**src/rtl/input_debouncer_pkg.sv**
```systemverilog
// Shared definitions for the board-input debouncer.
//   deb_state_t        : 2-bit FSM state encoding (IDLE_LOW=0, WAIT_HIGH=1,
//                        IDLE_HIGH=2, WAIT_LOW=3)
//   DEB_SYNC_STAGES    : default synchronizer depth
//   DEB_STABLE_CYCLES  : default number of stable samples to accept a change
//   deb_level          : debounced level implied by a state
package debounce_pkg;

  typedef enum logic [1:0] {
    IDLE_LOW  = 2'd0,
    WAIT_HIGH = 2'd1,
    IDLE_HIGH = 2'd2,
    WAIT_LOW  = 2'd3
  } deb_state_t;

  localparam int DEB_SYNC_STAGES   = 2;
  localparam int DEB_STABLE_CYCLES = 16;

  // The accepted level is high while settled high or while qualifying a
  // possible fall; a candidate change does not move the level.
  function automatic logic deb_level(input deb_state_t st);
    return (st == IDLE_HIGH) || (st == WAIT_LOW);
  endfunction

endpackage

```
**src/rtl/input_debouncer_sync.sv**
```systemverilog
// bit_sync: resettable multi-flop synchronizer for one asynchronous bit.
// Reusable for any board input that must be brought into the clk_i domain.
// Ports:
//   clk_i    : destination clock, rising edge
//   rst_n_i  : synchronous active-low reset, clears every stage to 0
//   d_i      : asynchronous input bit
//   q_o      : synchronized bit (last stage of the chain)
// STAGES must be at least 2.
module bit_sync #(
  parameter int STAGES = 2
) (
  input  logic clk_i,
  input  logic rst_n_i,
  input  logic d_i,
  output logic q_o
);

  logic [STAGES-1:0] sync_q;
  logic [STAGES-1:0] sync_d;

  // Shift toward the MSB; only stage 0 ever samples the asynchronous input.
  always_comb begin
    sync_d = {sync_q[STAGES-2:0], d_i};
  end

  always_ff @(posedge clk_i) begin
    if (!rst_n_i) begin
      sync_q <= '0;
    end else begin
      sync_q <= sync_d;
    end
  end

  assign q_o = sync_q[STAGES-1];

endmodule

```
**src/rtl/input_debouncer.sv**
```systemverilog
// input_debouncer: synchronizes a bouncing board input and accepts a level
// change only after STABLE_CYCLES consecutive identical synchronized samples.
// Ports:
//   clk_i    : system clock, rising edge
//   rst_n_i  : synchronous active-low reset
//   raw_i    : asynchronous raw switch/button input
//   d_o      : debounced level (registered)
//   e_o      : one-cycle strobe in the cycle d_o takes a new value
//   rise_o   : one-cycle pulse on an accepted 0->1 change
//   fall_o   : one-cycle pulse on an accepted 1->0 change
//   busy_o   : high while a candidate change is being qualified
// Parameters: SYNC_STAGES in 2..4, STABLE_CYCLES >= 2,
// 2**CNT_W > STABLE_CYCLES.
module input_debouncer
  import debounce_pkg::*;
#(
  parameter int SYNC_STAGES   = DEB_SYNC_STAGES,
  parameter int STABLE_CYCLES = DEB_STABLE_CYCLES,
  parameter int CNT_W         = 5
) (
  input  logic clk_i,
  input  logic rst_n_i,
  input  logic raw_i,
  output logic d_o,
  output logic e_o,
  output logic rise_o,
  output logic fall_o,
  output logic busy_o
);

  localparam logic [CNT_W-1:0] CNT_LAST = CNT_W'(STABLE_CYCLES - 1);
  localparam logic [CNT_W-1:0] CNT_ONE  = CNT_W'(1);

  logic       s;
  deb_state_t state_q, state_d;
  logic [CNT_W-1:0] cnt_q, cnt_d;
  logic d_q, d_d;
  logic e_q, e_d;
  logic rise_q, rise_d;
  logic fall_q, fall_d;
  logic busy_q, busy_d;

  bit_sync #(
    .STAGES (SYNC_STAGES)
  ) u_sync (
    .clk_i   (clk_i),
    .rst_n_i (rst_n_i),
    .d_i     (raw_i),
    .q_o     (s)
  );

  // Next state and stability counter. The counter holds the number of
  // consecutive candidate samples seen so far; the sample that leaves IDLE
  // counts as the first, so commit happens on sample STABLE_CYCLES.
  always_comb begin
    state_d = state_q;
    cnt_d   = cnt_q;
    unique case (state_q)
      IDLE_LOW: begin
        if (s) begin
          state_d = WAIT_HIGH;
          cnt_d   = CNT_ONE;
        end else begin
          cnt_d = '0;
        end
      end
      WAIT_HIGH: begin
        if (!s) begin
          state_d = IDLE_LOW;
          cnt_d   = '0;
        end else if (cnt_q == CNT_LAST) begin
          state_d = IDLE_HIGH;
          cnt_d   = '0;
        end else begin
          cnt_d = cnt_q + CNT_ONE;
        end
      end
      IDLE_HIGH: begin
        if (!s) begin
          state_d = WAIT_LOW;
          cnt_d   = CNT_ONE;
        end else begin
          cnt_d = '0;
        end
      end
      WAIT_LOW: begin
        if (s) begin
          state_d = IDLE_HIGH;
          cnt_d   = '0;
        end else if (cnt_q == CNT_LAST) begin
          state_d = IDLE_LOW;
          cnt_d   = '0;
        end else begin
          cnt_d = cnt_q + CNT_ONE;
        end
      end
      default: begin
        state_d = IDLE_LOW;
        cnt_d   = '0;
      end
    endcase
  end

  // Output registers follow the state register by one cycle. Edge pulses
  // are derived by comparing the new level against the registered one, so
  // e_o/rise_o/fall_o line up exactly with the cycle d_o changes.
  always_comb begin
    d_d    = deb_level(state_q);
    rise_d = d_d & ~d_q;
    fall_d = ~d_d & d_q;
    e_d    = rise_d | fall_d;
    busy_d = (state_q == WAIT_HIGH) || (state_q == WAIT_LOW);
  end

  always_ff @(posedge clk_i) begin
    if (!rst_n_i) begin
      state_q <= IDLE_LOW;
      cnt_q   <= '0;
      d_q     <= 1'b0;
      e_q     <= 1'b0;
      rise_q  <= 1'b0;
      fall_q  <= 1'b0;
      busy_q  <= 1'b0;
    end else begin
      state_q <= state_d;
      cnt_q   <= cnt_d;
      d_q     <= d_d;
      e_q     <= e_d;
      rise_q  <= rise_d;
      fall_q  <= fall_d;
      busy_q  <= busy_d;
    end
  end

  assign d_o    = d_q;
  assign e_o    = e_q;
  assign rise_o = rise_q;
  assign fall_o = fall_q;
  assign busy_o = busy_q;

endmodule

```
**config.mk**
```make
export PLATFORM = sky130hd
export DESIGN_NAME = input_debouncer
export DESIGN_NICKNAME = d
export VERILOG_FILES = /design/src/rtl/input_debouncer_pkg.sv /design/src/rtl/input_debouncer_sync.sv /design/src/rtl/input_debouncer.sv
export SDC_FILE = /design/constraint.sdc
export NUM_CORES = 1
export LEC_CHECK = 0
export CORE_AREA = 2 2 39 41
export DETAILED_ROUTE_END_ITERATION = 6
export DIE_AREA = 0 0 41 43
export SLEW_MARGIN = 20
export SYNTH_ARGS = -nofsm -noshare
export SYNTH_HDL_FRONTEND = slang
export SYNTH_SLANG_ARGS = --single-unit
```
**constraint.sdc**
```tcl
create_clock -name clk_i -period 2.75 [get_ports clk_i]
set_input_delay 0.4125 -clock clk_i [delete_from_list [all_inputs] [get_ports clk_i]]
set_output_delay 0.4125 -clock clk_i [all_outputs]
set_load 0.005 [all_outputs]
```
## Word level (Yosys, flattened, before mapping)

Cells that the tools add are included.

| word-level totals | value |
|---|---|
| register bits | 14 |
| bits of input ports | 3 |
| output and inout port bits | 5 |
| logic and storage cells | 39 |

| cells by class | value |
|---|---|
| add/subtract/negate cells | 1 |
| equality and inequality tests | 8 |
| muxes and demuxes | 13 |
| bitwise logic cells | 5 |
| reductions and logical operators | 4 |

Operator list:

| cell | number |
|---|---|
| 5-bit one-hot mux with 4 select lines | 1 |
| 5-bit two-way mux | 3 |
| 2-bit two-way mux | 6 |
| 2-bit one-hot mux with 4 select lines | 1 |
| 5-bit by 1-bit adder with 5-bit output (second input constant) | 1 |
| 5-bit by 4-bit == test with 1-bit output (second input constant) | 1 |
| 2-bit == test (second input constant) | 2 |
| 4-bit AND reduction | 1 |
| 3-bit by 2-bit != test with 1-bit output (second input constant) | 1 |
| 3-bit != test (second input constant) | 1 |
| 1-bit bitwise AND | 2 |
| 2-bit by 1-bit == test with 1-bit output (second input constant) | 1 |
| 2-bit zero test | 1 |
| 1-bit logical OR | 2 |
| 1-bit two-way mux | 2 |
| 2-bit by 1-bit != test with 1-bit output (second input constant) | 1 |
| 2-bit != test (second input constant) | 1 |
| 1-bit inverter | 2 |
| 1-bit OR | 1 |

## Logic depth before layout (Yosys ltp)

Gate-level depths: netlist of run 1.

| logic depth | value |
|---|---|
| word-level depth | 5 |
| mapped depth | 4 |

## Cells and area by module

From an unflattened synthesis of run 1, not the netlist that was laid out.

| second synthesis, totals | value |
|---|---|
| cells, all modules | 45 |
| area total of the unflattened synthesis | 493.0 um^2 |

By module, submodules not included:

| module | times used | cells an instance | area each (um^2) | seq. area each (um^2) |
|---|---|---|---|---|
| input_debouncer | 1 | 41 | 440.4 | 240.2 |
| bit_sync | 1 | 4 | 52.6 | 40.0 |

## Least setup slack after synthesis of run 1

Ideal clock, no wire load.

| timing path | value |
|---|---|
| path kind | register to register |
| from | register cnt_q[0] |
| to | register with a tool-made name |
| library setup time | 0.114 ns |
| data arrival time | 1.059 ns |
| slack | 1.577 ns |
| cell stages (with the launch flop) | 5 |
| period minus slack after synthesis | 1.173 ns |
| path through | dfxtp_1 ha_1 and4b_1 and4_1 a21o_1 |

RTL lines:

| element | RTL line | RTL |
|---|---|---|
| from (decl) | input_debouncer.sv:36 | `logic [CNT_W-1:0] cnt_q, cnt_d;` |
| from (signal assigned) | input_debouncer.sv:126 | `cnt_q <= cnt_d;` |

## Final worst setup path of run 1

| timing path | value |
|---|---|
| from | register d_q, in the netlist d_o |
| to | output d_o |

RTL lines:

| element | RTL line | RTL |
|---|---|---|
| from (decl) | input_debouncer.sv:37 | `logic d_q, d_d;` |
| from (signal assigned) | input_debouncer.sv:119 | `d_q <= 1'b0;` |
| from (signal assigned) | input_debouncer.sv:127 | `d_q <= d_d;` |
| to (decl) | input_debouncer.sv:24 | `output logic d_o,` |

No word-level cell between the ends.

==> impl_results.md, run 1 <==
- CP required: 2340 ps
- Cells after DPL: 67
- Max-cap violation count: 0
- CTS buffer count: 3
- Initial antenna violation count: 0
- Core area: 1384 um^2
- Design area: 625.6 um^2
- First-iteration detailed-routing DRC count: 1
- Crit end category: output pin
- Inserted Diodes: 0
- Top-count cell post-synth: dfxtp_1
- Clk Latency, worst-skew pair: 270 ps
- Area grow syn2layout: 24.38%
- Layout cells sized above 1: 20.00%
- Clock Skew: 1.534 ps
- Largest net degree at the start of global routing: 11
- # DRC: 0
- FF-to-FF Start: cnt_q[0]$_SDFF_PN0_
- Syn_nets: 51
- Sequential area share after synthesis: 55.72%
- Routed wire length: 747 um
- RSZ-0062 raised after global routing: false
- Fin cells: 71
- Gr usage total: 11.76%
- Filler Cell Count: 145
- Synth unique cells: 20
- Worst hold path type: reg2reg
- Post-synth top area share: 55.72%
- Critical-path cell list: clkdlybuf4s50_1
- # rows: 14
- Routed len/inst: 10.52 um
- Post-synth top cells: dfxtp_1 (14), and2_1 (5), and3_2 (3), ha_1 (3)
- Syn avg cell area: 11.18 um^2
- #FFs+latches synth: 14
- Warnings, synthesis: 0
- Total number of vias: 312
- Hold_buf cts: 0
- Dpl hpwl: 565.4 um
- Worst Reg-to-Reg Cells: 4
- Root Buffer: clkbuf_4
- Final Hold Vio Count: 0
- Placement Cell Area: 589.3 um^2
- Setup crit start kind: flop
- Setup TNS: 0 ps
- Max incr delay on CP: 510 ps
- Final hold slack: 442.7 ps
- Period minus WS final: 1545 ps
- Post-route setup slack: 1205 ps
- Synth Instances: 45
- Peak Freq: 647.2 MHz
- Vias in the first global route: 323
- Clk pin slew, worst setup/hold paths: 80 ps
- Worst EP arrival: 1130 ps
- Fin. max-slew vios: 0
- CTS tree: yes
- Die Height: 43 um
- First-pass GRT wire length: 1290 um
- Die area: 1763 um^2
- Net count, final: 62
- Asr flop ratio synth: 0%
- R2R Path End: state_q[0]$_SDFFE_PN0P_
- # clock sinks: 14
- Top post-synthesis cells by area: dfxtp_1 (56%), ha_1 (7.5%), and2_1 (6.2%)
- Pwr Density: 567.8 nW/um^2
- Final Wtd Congestion: 0.6380
- Total grt overflow: 0
- Number of gates resized after cts: 0
- Post-CTS setup buffers: 0
- Setup WS pre-CTS: 1203 ps
- PortBufs: 7
- Final setup fails: 0
- Post-Syn Area: 503.0 um^2
- Clock tree buffer depth: 2
- Relative slew slack: 84.08%
- Crit path capture: d_o
- Worst R2R Setup Slack: 1460 ps
- Peak VDD IR: 0.2776 mV
- Delay-heaviest family, CP: buffers and inverters
- Drt first pass iters: 2
- Worst setup path start: d_o$_SDFF_PN0_
- Status: completed
- Die width: 41 um
- Slowest CP cell: clkdlybuf4s50_1
- Ys flop type: dfxtp_1
- Maximum fanout along the worst path: 3
- Critical path class: reg2out
- Final period util: 56.19%
- Worst slew pin tran: 238.0 ps
- CP Depth: 1
- Antenna Violating Nets Remaining: 0
- CTS H-tree lvls: 1
- Largest area contributor in the netlist: dfxtp_1
- Initial core utilization: 36.35%
- I/O pins: 8
- LEAKAGE: 0.0002556 uW
- Buf+Inv Stages, Crit Path: 1
- Vias/cell: 4.394
- EDFF count, synth: 0
-- sequential cells by signal, summed over array words and instances (netlist names), named ones only --
signal         count
u_sync.sync_q      2
d_o                1
cnt_q              5
busy_o             1
e_o                1
fall_o             1
state_q            1
rise_o             1
-- per-stage QoR --
stage               total power (uW)  utilization (%)
finish                         355.2            45.21
floorplan                      213.7                -
global placement               218.8            42.59
detailed placement             219.0            42.59
CTS                            361.9            45.21
global route                   376.8            45.21
-- layer usage --
layer  wire (um)  part of all wire, %  GRT usage, %
met1         349                   47         11.96
met2         358                   48         17.50
met3          19                  2.5         3.141
met4          19                  2.5         12.00
met5           0                    0             0
-- placed cells by master (no fill, tap or decap), drive strengths merged --
cell / n
and3: 3
nor2b: 1
xor2: 2
inv: 2
dfxtp: 14
clkbuf: 4
nand2: 3
and2: 6
a21o: 1
o21ai: 1
and4: 1
nor3: 1
nand3: 2
nor2: 2
and4b: 1
clkdlybuf4s50: 7
ha: 3
xnor2: 1
-- cell type report --
type | instances | area, um^2 | area share (%)
clock buffers | 4 | 36.28 | 5.800
inverters | 2 | 7.507 | 1.200
multi-input cells | 28 | 211.5 | 33.80
flip-flops and latches | 14 | 280.3 | 44.80
well taps | 16 | 20.02 | 3.200
repair buffers | 7 | 70.07 | 11.20
-- worst min-delay path: cells and delay by family, from the launching register on --
kind          cells  cell delay, ps
flops             1             310
simple gates      2             100
-- worst min-delay path by stage --
stage	startpoint	slack (ps)	to	cells after the start
after detailed placement	cnt_q[4]$_SDFF_PN0_	420	cnt_q[4]$_SDFF_PN0_	2
final	cnt_q[4]$_SDFF_PN0_	440	cnt_q[4]$_SDFF_PN0_	2
after global routing	cnt_q[4]$_SDFF_PN0_	480	cnt_q[4]$_SDFF_PN0_	2
after CTS	cnt_q[4]$_SDFF_PN0_	450	cnt_q[4]$_SDFF_PN0_	2
after floorplan	cnt_q[4]$_SDFF_PN0_	410	cnt_q[4]$_SDFF_PN0_	2
after global placement	u_sync.sync_q[0]$_SDFF_PN0_	420	u_sync.sync_q[1]$_SDFF_PN0_	1
-- where the power goes --
group	switching [uW]	internal, uW
Sequential	1.34	205
Clock	60.9	80.3
Combinational	2.89	4.86
Total	65.1	290
-- kinds of logic (layout without fill, tap and decap cells) --
family	count (synthesis)	after routing	share of synthesized area [%]
simple gates	20	20	25.38
flops	14	14	55.72
fa+ha+maj	3	3	7.463
xor+xnor	3	3	6.718
buf+inv	3	13	2.239
compound gates	2	2	2.487
Note: power is estimated with default switching activity, not from simulation.
==> run 2, diff against run 1 <==
==> constraint.sdc (replaced) <==
create_clock -name clk_i -period 1.31 [get_ports clk_i]
set_input_delay 0.1965 -clock clk_i [delete_from_list [all_inputs] [get_ports clk_i]]
set_output_delay 0.1965 -clock clk_i [all_outputs]
set_load 0.005 [all_outputs]
==> impl_results.md, run 2 (synthesized netlist as in run 1, its figures left out) <==
- Status: completed
- PortBufs: 7 (unchanged)
- Largest net degree at the start of global routing: 9 (-2)
- Final period util: 96.39%
- # DRC: 0 (unchanged)
- Dpl hpwl: 568 um (+0.46%)
- Final Util: 48.37% (+3.2 points)
- Net count, final: 66 (+6.5%)
- Final Wtd Congestion: 0.6941 (+8.8%)
- Worst hold path type: reg2reg
- Worst slew pin tran: 200.9 ps (-37.07 ps)
- Vias in the first global route: 302 (-6.5%)
- Slowest CP cell: clkdlybuf4s50_1
- Filler Cell Count: 132 (-9.0%)
- Setup TNS: 0 ps (unchanged)
- Fin. max-slew vios: 0 (unchanged)
- Commonest non-fill, non-tap cell in the layout: dfxtp_1
- Inserted Diodes: 0 (unchanged)
- Final Hold Vio Count: 0 (unchanged)
- First-pass GRT wire length: 1242 um (-3.7%)
- Peak VDD IR: 1.024 mV (+270%)
- Pint: 612.7 uW (+110%)
- Root Buffer: clkbuf_4
- Pwr Density: 1108 nW/um^2 (+95%)
- Antenna Violating Nets Remaining: 0 (unchanged)
- LEAKAGE: 0.0003509 uW (+37%)
- Crit end category: output pin
- Layout cells sized above 1: 30.51% (+11 points)
- Largest register FFs: 5 (unchanged)
- Multi-input gate area in the final layout: 212.7 um^2 (+0.59%)
- CP required: 1110 ps (-1230 ps)
- # rows: 14 (unchanged)
- Flop pwr share: 58.4% (+0.3 points)
- I/O pins: 8 (unchanged)
- Routed wire length: 737 um (-1.3%)
- Final setup fails: 0 (unchanged)
- Clock share of power: 38.8% (-1.0 points)
- CTS tree: yes
- Maximum fanout along the worst path: 1 (-2)
- Die width: 41 um (unchanged)
- Core area: 1384 um^2 (unchanged)
- Total grt overflow: 0 (unchanged)
- Clk pin slew, worst setup/hold paths: 70 ps (about the same)
- Most frequent cells in the layout: dfxtp_1 (12), and2_1 (5), dlymetal6s2s_1 (4), buf_4 (4)
- Vias/cell: 4.360 (-0.78%)
- Area grow syn2layout: 33.08%
- Max incr delay on CP: 490 ps (-20 ps)
- Cells after DPL: 70 (+4.5%)
- Relative slew slack: 86.59% (+2.5 points)
- Die Height: 43 um (unchanged)
- Total number of vias: 327 (+4.8%)
- Biggest regs: cnt_q (5), u_sync.sync_q (2)
- Die area: 1763 um^2 (unchanged)
- Gr usage total: 11.22% (-0.54 points)
- Switch share: 17.42% (-0.91 points)
- Critical path class: reg2out
- Routed len/inst: 9.827 um (-6.6%)
- Peak Freq: 792.0 MHz
- Max-cap violation count: 0 (unchanged)
- Sequential cell area: 282.8 um^2 (+0.89%)
- Most flops, register: cnt_q
- # clock sinks: 14 (unchanged)
- Hold_buf cts: 0 (unchanged)
- RSZ-0062 raised after global routing: false
- Fin cells: 75 (+5.6%)
- Initial core utilization: 36.35% (unchanged)
- First-iteration detailed-routing DRC count: 1 (unchanged)
- Clk Latency, worst-skew pair: 270 ps (about the same)
- CTS H-tree lvls: 1 (unchanged)
- Delay-heaviest family, CP: buffers and inverters
- Buf+Inv Stages, Crit Path: 1 (unchanged)
- Period minus WS final: 1263 ps
- Setup crit start kind: flop
- Worst EP arrival: 1070 ps (-60 ps)
- CTS buffer count: 3 (unchanged)
- Psw: 129.2 uW (+99%)
- Initial antenna violation count: 0 (unchanged)
- Clock tree buffer depth: 2 (unchanged)
- Comb power frac: 2.8% (+0.6 points)
- Drt first pass iters: 2 (unchanged)
- Critical-path cell list: clkdlybuf4s50_1
- Clock Skew: 2.615 ps (+1.080 ps)
==> run 2: cell count changes in the layout (fill, tap and decap cells not counted), sizes merged <==
cell	previous run	this run
clkdlybuf4s50	7	3
buf	0	4
dlymetal6s2s	0	4
==> run 2: tightest hold or removal path, stage by stage (launching register included) <==
cell and delay, ps:
dfxtp_1 310, nand2_1 60, nor2_1 30
==> run 2: timing repair <==
item	in CTS	in global routing
resized for setup	1	6
buffers inserted	1	0
endpoints found under the setup margin	1	7
pin swaps	0	0
==> run 2: worst paths after layout <==
| path | from | endpoint | slack (ps) | cells past startpoint |
|---|---|---|---|---|
| max reg2reg | cnt_q[0]$_SDFF_PN0_ | flop | 60 | 4 |
| min reg2reg | cnt_q[4]$_SDFF_PN0_ | cnt_q[4]$_SDFF_PN0_ | 440 | 2 |
| max | e_o$_SDFF_PN0_ | e_o | 50 | 1 |
| min | cnt_q[4]$_SDFF_PN0_ | cnt_q[4]$_SDFF_PN0_ | 440 | 2 |
==> run 2: power by group through the flow <==
stage / sequential, uW / combinational, uW / clock [uW]
after global placement: 443 / 20.9 / 0
after global routing: 434 / 23.0 / 324
final: 433 / 20.6 / 288
after detailed placement: 443 / 20.8 / 0
after CTS: 433 / 21.1 / 301
after floorplan: 442 / 6.08 / 0
==> run 2: final cells by class <==
class / instances / share of cell area (%)
multi-input combinational: 28 / 31.78
inverter: 2 / 1.121
tap: 16 / 2.991
clock buffer: 4 / 5.421
sequential: 14 / 42.24
timing repair buffer: 11 / 16.45
==> run 2: routing by layer <==
layer  track usage, %  vias to the layer above  part of all wire, %
met5                0                        -                    0
met4            6.000                        0                  2.6
met3            7.853                        2                  5.6
met2            14.37                        9                   45
met1            13.49                      141                   47
li1                 -                      175                    -
==> run 2: metrics by stage <==
| step | power [uW] | setup WS (ps) | hold WS (ps) | instance area (um^2) |
|---|---|---|---|---|
| 2_1_floorplan | 448.5 | 136.7 | 318.2 | 503.0 |
| 3_3_place_gp | 463.9 | 82.34 | 416.7 | 611.8 |
| 3_5_place_dp | 463.9 | 35.03 | 418.3 | 611.8 |
| 4_1_cts | 755.1 | 13.68 | 437.5 | 656.9 |
| 5_1_grt | 780.8 | 10.06 | 453.4 | 669.4 |
| 6_report | 741.9 | 47.33 | 437.1 | 669.4 |
==> patch 1, RTL diff (settings of run 2) <==
Change the parameter `CNT_W` from 5 to 4.
--- a/src/rtl/input_debouncer.sv
+++ b/src/rtl/input_debouncer.sv
@@ -16,7 +16,7 @@
 #(
   parameter int SYNC_STAGES   = DEB_SYNC_STAGES,
   parameter int STABLE_CYCLES = DEB_STABLE_CYCLES,
-  parameter int CNT_W         = 5
+  parameter int CNT_W         = 4
 ) (
   input  logic clk_i,
   input  logic rst_n_i,
Formal check against the unedited RTL: no difference found for any inputs over 10 cycles, from zero or initial values and one cycle with rst_n_i low; that may be too few to reach the edited logic, so the function may still have changed.
==> patch 1 against run 2 <==
Routed wire length fell by 16%. Power is 12% lower. Area after synthesis decreased by 9.0%. Global-route usage fell by 2.1 points. Design area decreased by 14%. Setup slack better by 0.013 ns. Register-to-register slack gained 0.18 ns. Sequential cell count shrank 1. Critical endpoint unchanged. Largest cell class unchanged. Highest routed layer unchanged.
==> patch 1: results (changes against run 2) <==
- Vias in the first global route: 295 (was 302)
- Biggest registers after layout: cnt_q x4, u_sync.sync_q x2 (was cnt_q x5, u_sync.sync_q x2)
- Hold Path Sink: u_sync.sync_q[1] (was cnt_q[4])
- Pin count of the biggest net entering global routing: 12 (was 9)
- Dpl cells: 65 (was 70)
- Status: finished clean (unchanged)
- Clock Skew: 0.00468 ns (was 0.00261 ns)
- Sw Pwr: 0.123 mW (was 0.129 mW)
- Reg2reg setup slack: 0.24 ns (was 0.06 ns)
- Postcts setup bufs: 0 (was 1)
- Post-placement cell area: 541 sq um (was 612 sq um)
- Via-per-instance ratio: 4.41 (was 4.36)
- Syn nets: 50 (was 51)
- Final net count: 60 (was 66)
- Hold Path Class: flop to flop (unchanged)
- Layout Cells excl Fill: 69 (was 75)
- Initial DRC Count: 2 (was 1)
- Top cells by area, synth: dfxtp_1 57%, ha_1 8.2%, and2_1 6.8% (was dfxtp_1 56%, ha_1 7.5%, and2_1 6.2%)
- Critical path data arrival time: 1.05 ns (was 1.07 ns)
- Worst slew pin tran: 0.291 ns (was 0.201 ns)
- Global-route wire length before repair: 1020 microns (was 1240 microns)
- Final WL: 616 microns (was 737 microns)
- Top FF cell, synth: dfxtp_1 (unchanged)
- Gpl congestion: 0.645 (was 0.694)
- Commonest cells in the netlist: 13 x dfxtp_1, 5 x and2_1, 4 x inv_1 (was 14 x dfxtp_1, 5 x and2_1, 3 x and3_2, 3 x ha_1)
- DP Worst Slack: 0.0543 ns (was 0.0350 ns)
- Share of flip-flops with an asynchronous set or reset: 0 (unchanged)
- Static Leak: 0.278 nW (was 0.351 nW)
- Worst hold path startpoint: u_sync.sync_q[0] (was cnt_q[4])
- Synth Instances: 44 (was 45)
- Hpwl dp: 460 microns (was 568 microns)
- Peak supply drop: 374 uV (was 1020 uV)
- All-Layer GR Usage: 0.0909 (was 0.112)
- Number of fill cells: 148 (was 132)
- Register area share after synthesis: 0.568 (was 0.557)
- Max FO, Critical Path: 1 (unchanged)
- Share of cells above drive strength 1: 0.113 (was 0.305)
- Clk root buf: clkbuf_4 (unchanged)
- Worst Hold Depth: 1 (was 2)
- Post-synthesis cell type count: 18 (was 20)
==> patch 1: cell families after synthesis <==
family,count (synthesis),share of synthesized area
adder cells (fa/ha/maj),3,0.0820
flip-flops,13,0.568
XOR/XNOR,2,0.0383
multiplexers,1,0.0219
AO/OA/AOI/OAI,4,0.0437
buffers and inverters,6,0.0492
AND/OR/NAND/NOR,15,0.197
==> patch 1: per-layer routing <==
layer / GRT usage / share of wire / wire, microns / vias up
met2: 0.138 / 0.48 / 298 / 5
met3: 0.0157 / 0.039 / 24 / 2
met5: 0 / 0 / 0 / -
met1: 0.0820 / 0.44 / 273 / 139
li1: - / - / - / 158
met4: 0.120 / 0.031 / 19 / 0
==> patch 1: final cells by class <==
cell class                 instances  area, sq um  area share
clock buffer                       4         26.3      0.0457
timing repair buffer               7         77.6       0.135
tap                               16         20.0      0.0348
inverter                           4         15.0      0.0261
sequential                        13          262       0.454
multi-input combinational         25          175       0.304
==> patch 1: power by group through the flow <==
stage	Sequential, mW	Combinational [mW]	Clock [mW]
after detailed placement	0.412	0.0170	0
after CTS	0.403	0.0171	0.248
final	0.403	0.0165	0.232
after global routing	0.403	0.0184	0.266
after floorplan	0.411	0.00861	0
after global placement	0.412	0.0170	0
==> patch 1: worst max path at each step <==
stage | start | slack (ns) | cells after the start | endpoint
floorplan | cnt_q[0] | 0.32 | 4 | flop
global placement | rst_n_i | 0.12 | 3 | cnt_q[3]
detailed placement | rst_n_i | 0.05 | 3 | cnt_q[3]
CTS | d_o | 0.004 | 1 | d_o
global route | e_o | 0.006 | 1 | e_o
finish | e_o | 0.06 | 1 | e_o
==> patch 1: timing repair <==
item,CTS,global route
gates resized for setup,1,3
hold endpoints to repair,0,0
hold buffers,0,0
endpoints found under the setup margin,1,3
==> patch 1: stage by stage <==
stage | hold WS, ns | util
floorplan | 0.324 | -
global placement | 0.419 | 0.391
detailed placement | 0.428 | 0.391
CTS | 0.455 | 0.410
global route | 0.466 | 0.416
finish | 0.449 | 0.416
==> patch 2, RTL diff (config.mk and constraints of run 2) <==
Made on the original files. Register the output `fall_o` once more, with the module's reset; this adds one clock of latency there. The other outputs are not delayed to match. Comments in the files are not updated.
--- a/src/rtl/input_debouncer.sv
+++ b/src/rtl/input_debouncer.sv
@@ -135,7 +135,13 @@
   assign d_o    = d_q;
   assign e_o    = e_q;
   assign rise_o = rise_q;
-  assign fall_o = fall_q;
+  always_ff @(posedge clk_i) begin
+    if (!rst_n_i) begin
+      fall_o <= '0;
+    end else begin
+      fall_o <= fall_q;
+    end
+  end
   assign busy_o = busy_q;
 
 endmodule
Check against the original RTL: no difference found for any inputs over 10 cycles, from zero or initial values and one cycle with rst_n_i low; that may be too few to reach the edited logic, so the function may still have changed.
==> patch 2 against run 2 <==
Synthesized cell count is 6.7% higher. Utilization increased by 1.4 points. Routed wire length up 6.2%. Sequential share of layout area is 1.8 points higher. Design area increased by 2.8%. Combinational power up 2%. Area after synthesis increased by 6.0%. Setup slack gained 0.026 ns. Sequential cell count up 1. Power down 1.0%.
==> patch 2: results (changes against run 2) <==
- Critical path data arrival time: 1.41 ns (was 1.07 ns)
- DRT met1 WL: 373 microns (was 347 microns)
- GR Layer Usage met2: 0.156 (was 0.144)
- Initial DRC Count: 2 (was 1)
- Clock Skew: 0.00296 ns (was 0.00261 ns)
- Number of buffers created by CTS: 3 (unchanged)
- Commonest cells in the netlist: 15 x dfxtp_1, 6 x and2_1, 3 x and3_2, 3 x ha_1 (was 14 x dfxtp_1, 5 x and2_1, 3 x and3_2, 3 x ha_1)
- Layout Cells excl Fill: 77 (was 75)
- Syn Area/Cell: 11.1 sq um (was 11.2 sq um)
- Smallest hold slack: 0.435 ns (was 0.437 ns)
- Relative slew slack: 0.868 (was 0.866)
- Highest-delay cell along the critical path: dfxtp_2 (was clkdlybuf4s50_1)
- CP Capture Type: flop (was output port)
- Met3 routed WL: 24 microns (was 41 microns)
- Max FO, Critical Path: 4 (was 1)
- Syn nets: 54 (was 51)
- Final WL: 783 microns (was 737 microns)
- Fin worst setup slack: 0.0735 ns (was 0.0473 ns)
- All-Layer GR Usage: 0.121 (was 0.112)
- Met1 Usage GRT: 0.149 (was 0.135)
- Pin count of the biggest net entering global routing: 9 (unchanged)
- Static Leak: 0.375 nW (was 0.351 nW)
- Port Buffer Count: 7 (unchanged)
- DP Worst Slack: 0.0581 ns (was 0.0350 ns)
- Gpl congestion: 0.673 (was 0.694)
- Worst setup path start: cnt_q[0] (was e_o)
- Final Cell Area: 688 sq um (was 669 sq um)
- FF-to-FF path depth: 4 (unchanged)
- Register area share after synthesis: 0.563 (was 0.557)
- Top cells by area, synth: dfxtp_1 56%, and2_1 7.0%, ha_1 7.0% (was dfxtp_1 56%, ha_1 7.5%, and2_1 6.2%)
- Global-route wire length before repair: 1380 microns (was 1240 microns)
- Vias in the first global route: 350 (was 302)
- Share of cells above drive strength 1: 0.279 (was 0.305)
- Hpwl dp: 589 microns (was 568 microns)
- Status: finished clean (unchanged)
- Delay-heaviest family, CP: simple AND/OR/NAND/NOR gates (was buffers and inverters)
- Peak supply drop: 584 uV (was 1020 uV)
- Post-placement cell area: 638 sq um (was 612 sq um)
- Dpl cells: 72 (was 70)
- Final net count: 68 (was 66)
- CP peak stage delay: 0.34 ns (was 0.49 ns)
- Met2 wire len: 366 microns (was 328 microns)
- Number of fill cells: 130 (was 132)
- Worst Hold Depth: 2 (unchanged)
- GR met3 Demand/Resource: 0.0314 (was 0.0785)
- Warnings, synthesis: 0 (unchanged)
- Via count: 333 (was 327)
[patch 2: cell families after synthesis]
group	count (synthesis)	share of synthesized area
buffers and inverters	4	0.0282
adder cells (fa/ha/maj)	3	0.0704
flip-flops	15	0.563
AO/OA/AOI/OAI	2	0.0235
XOR/XNOR	3	0.0634
AND/OR/NAND/NOR	21	0.251
[patch 2: worst register-to-register path, delay by kind of cell (launching register included)]
family          cells  cell delay (ns)
simple gates        2             0.46
flops               1             0.34
fa+ha+maj           1             0.21
compound gates      1             0.14
[patch 2: layout make-up]
class | instances | share of cell area
multi-input combinational | 29 | 0.318
sequential | 15 | 0.440
tap | 16 | 0.0291
clock buffer | 4 | 0.0382
timing repair buffer | 11 | 0.164
inverter | 2 | 0.0109
[patch 2: power breakdown]
part / internal (mW) / switching, mW / total [mW] / leakage, nW
combinational: 0.0137 / 0.00729 / 0.0210 / 0.237
clock: 0.118 / 0.132 / 0.250 / 0.0150
sequential: 0.461 / 0.00306 / 0.464 / 0.122
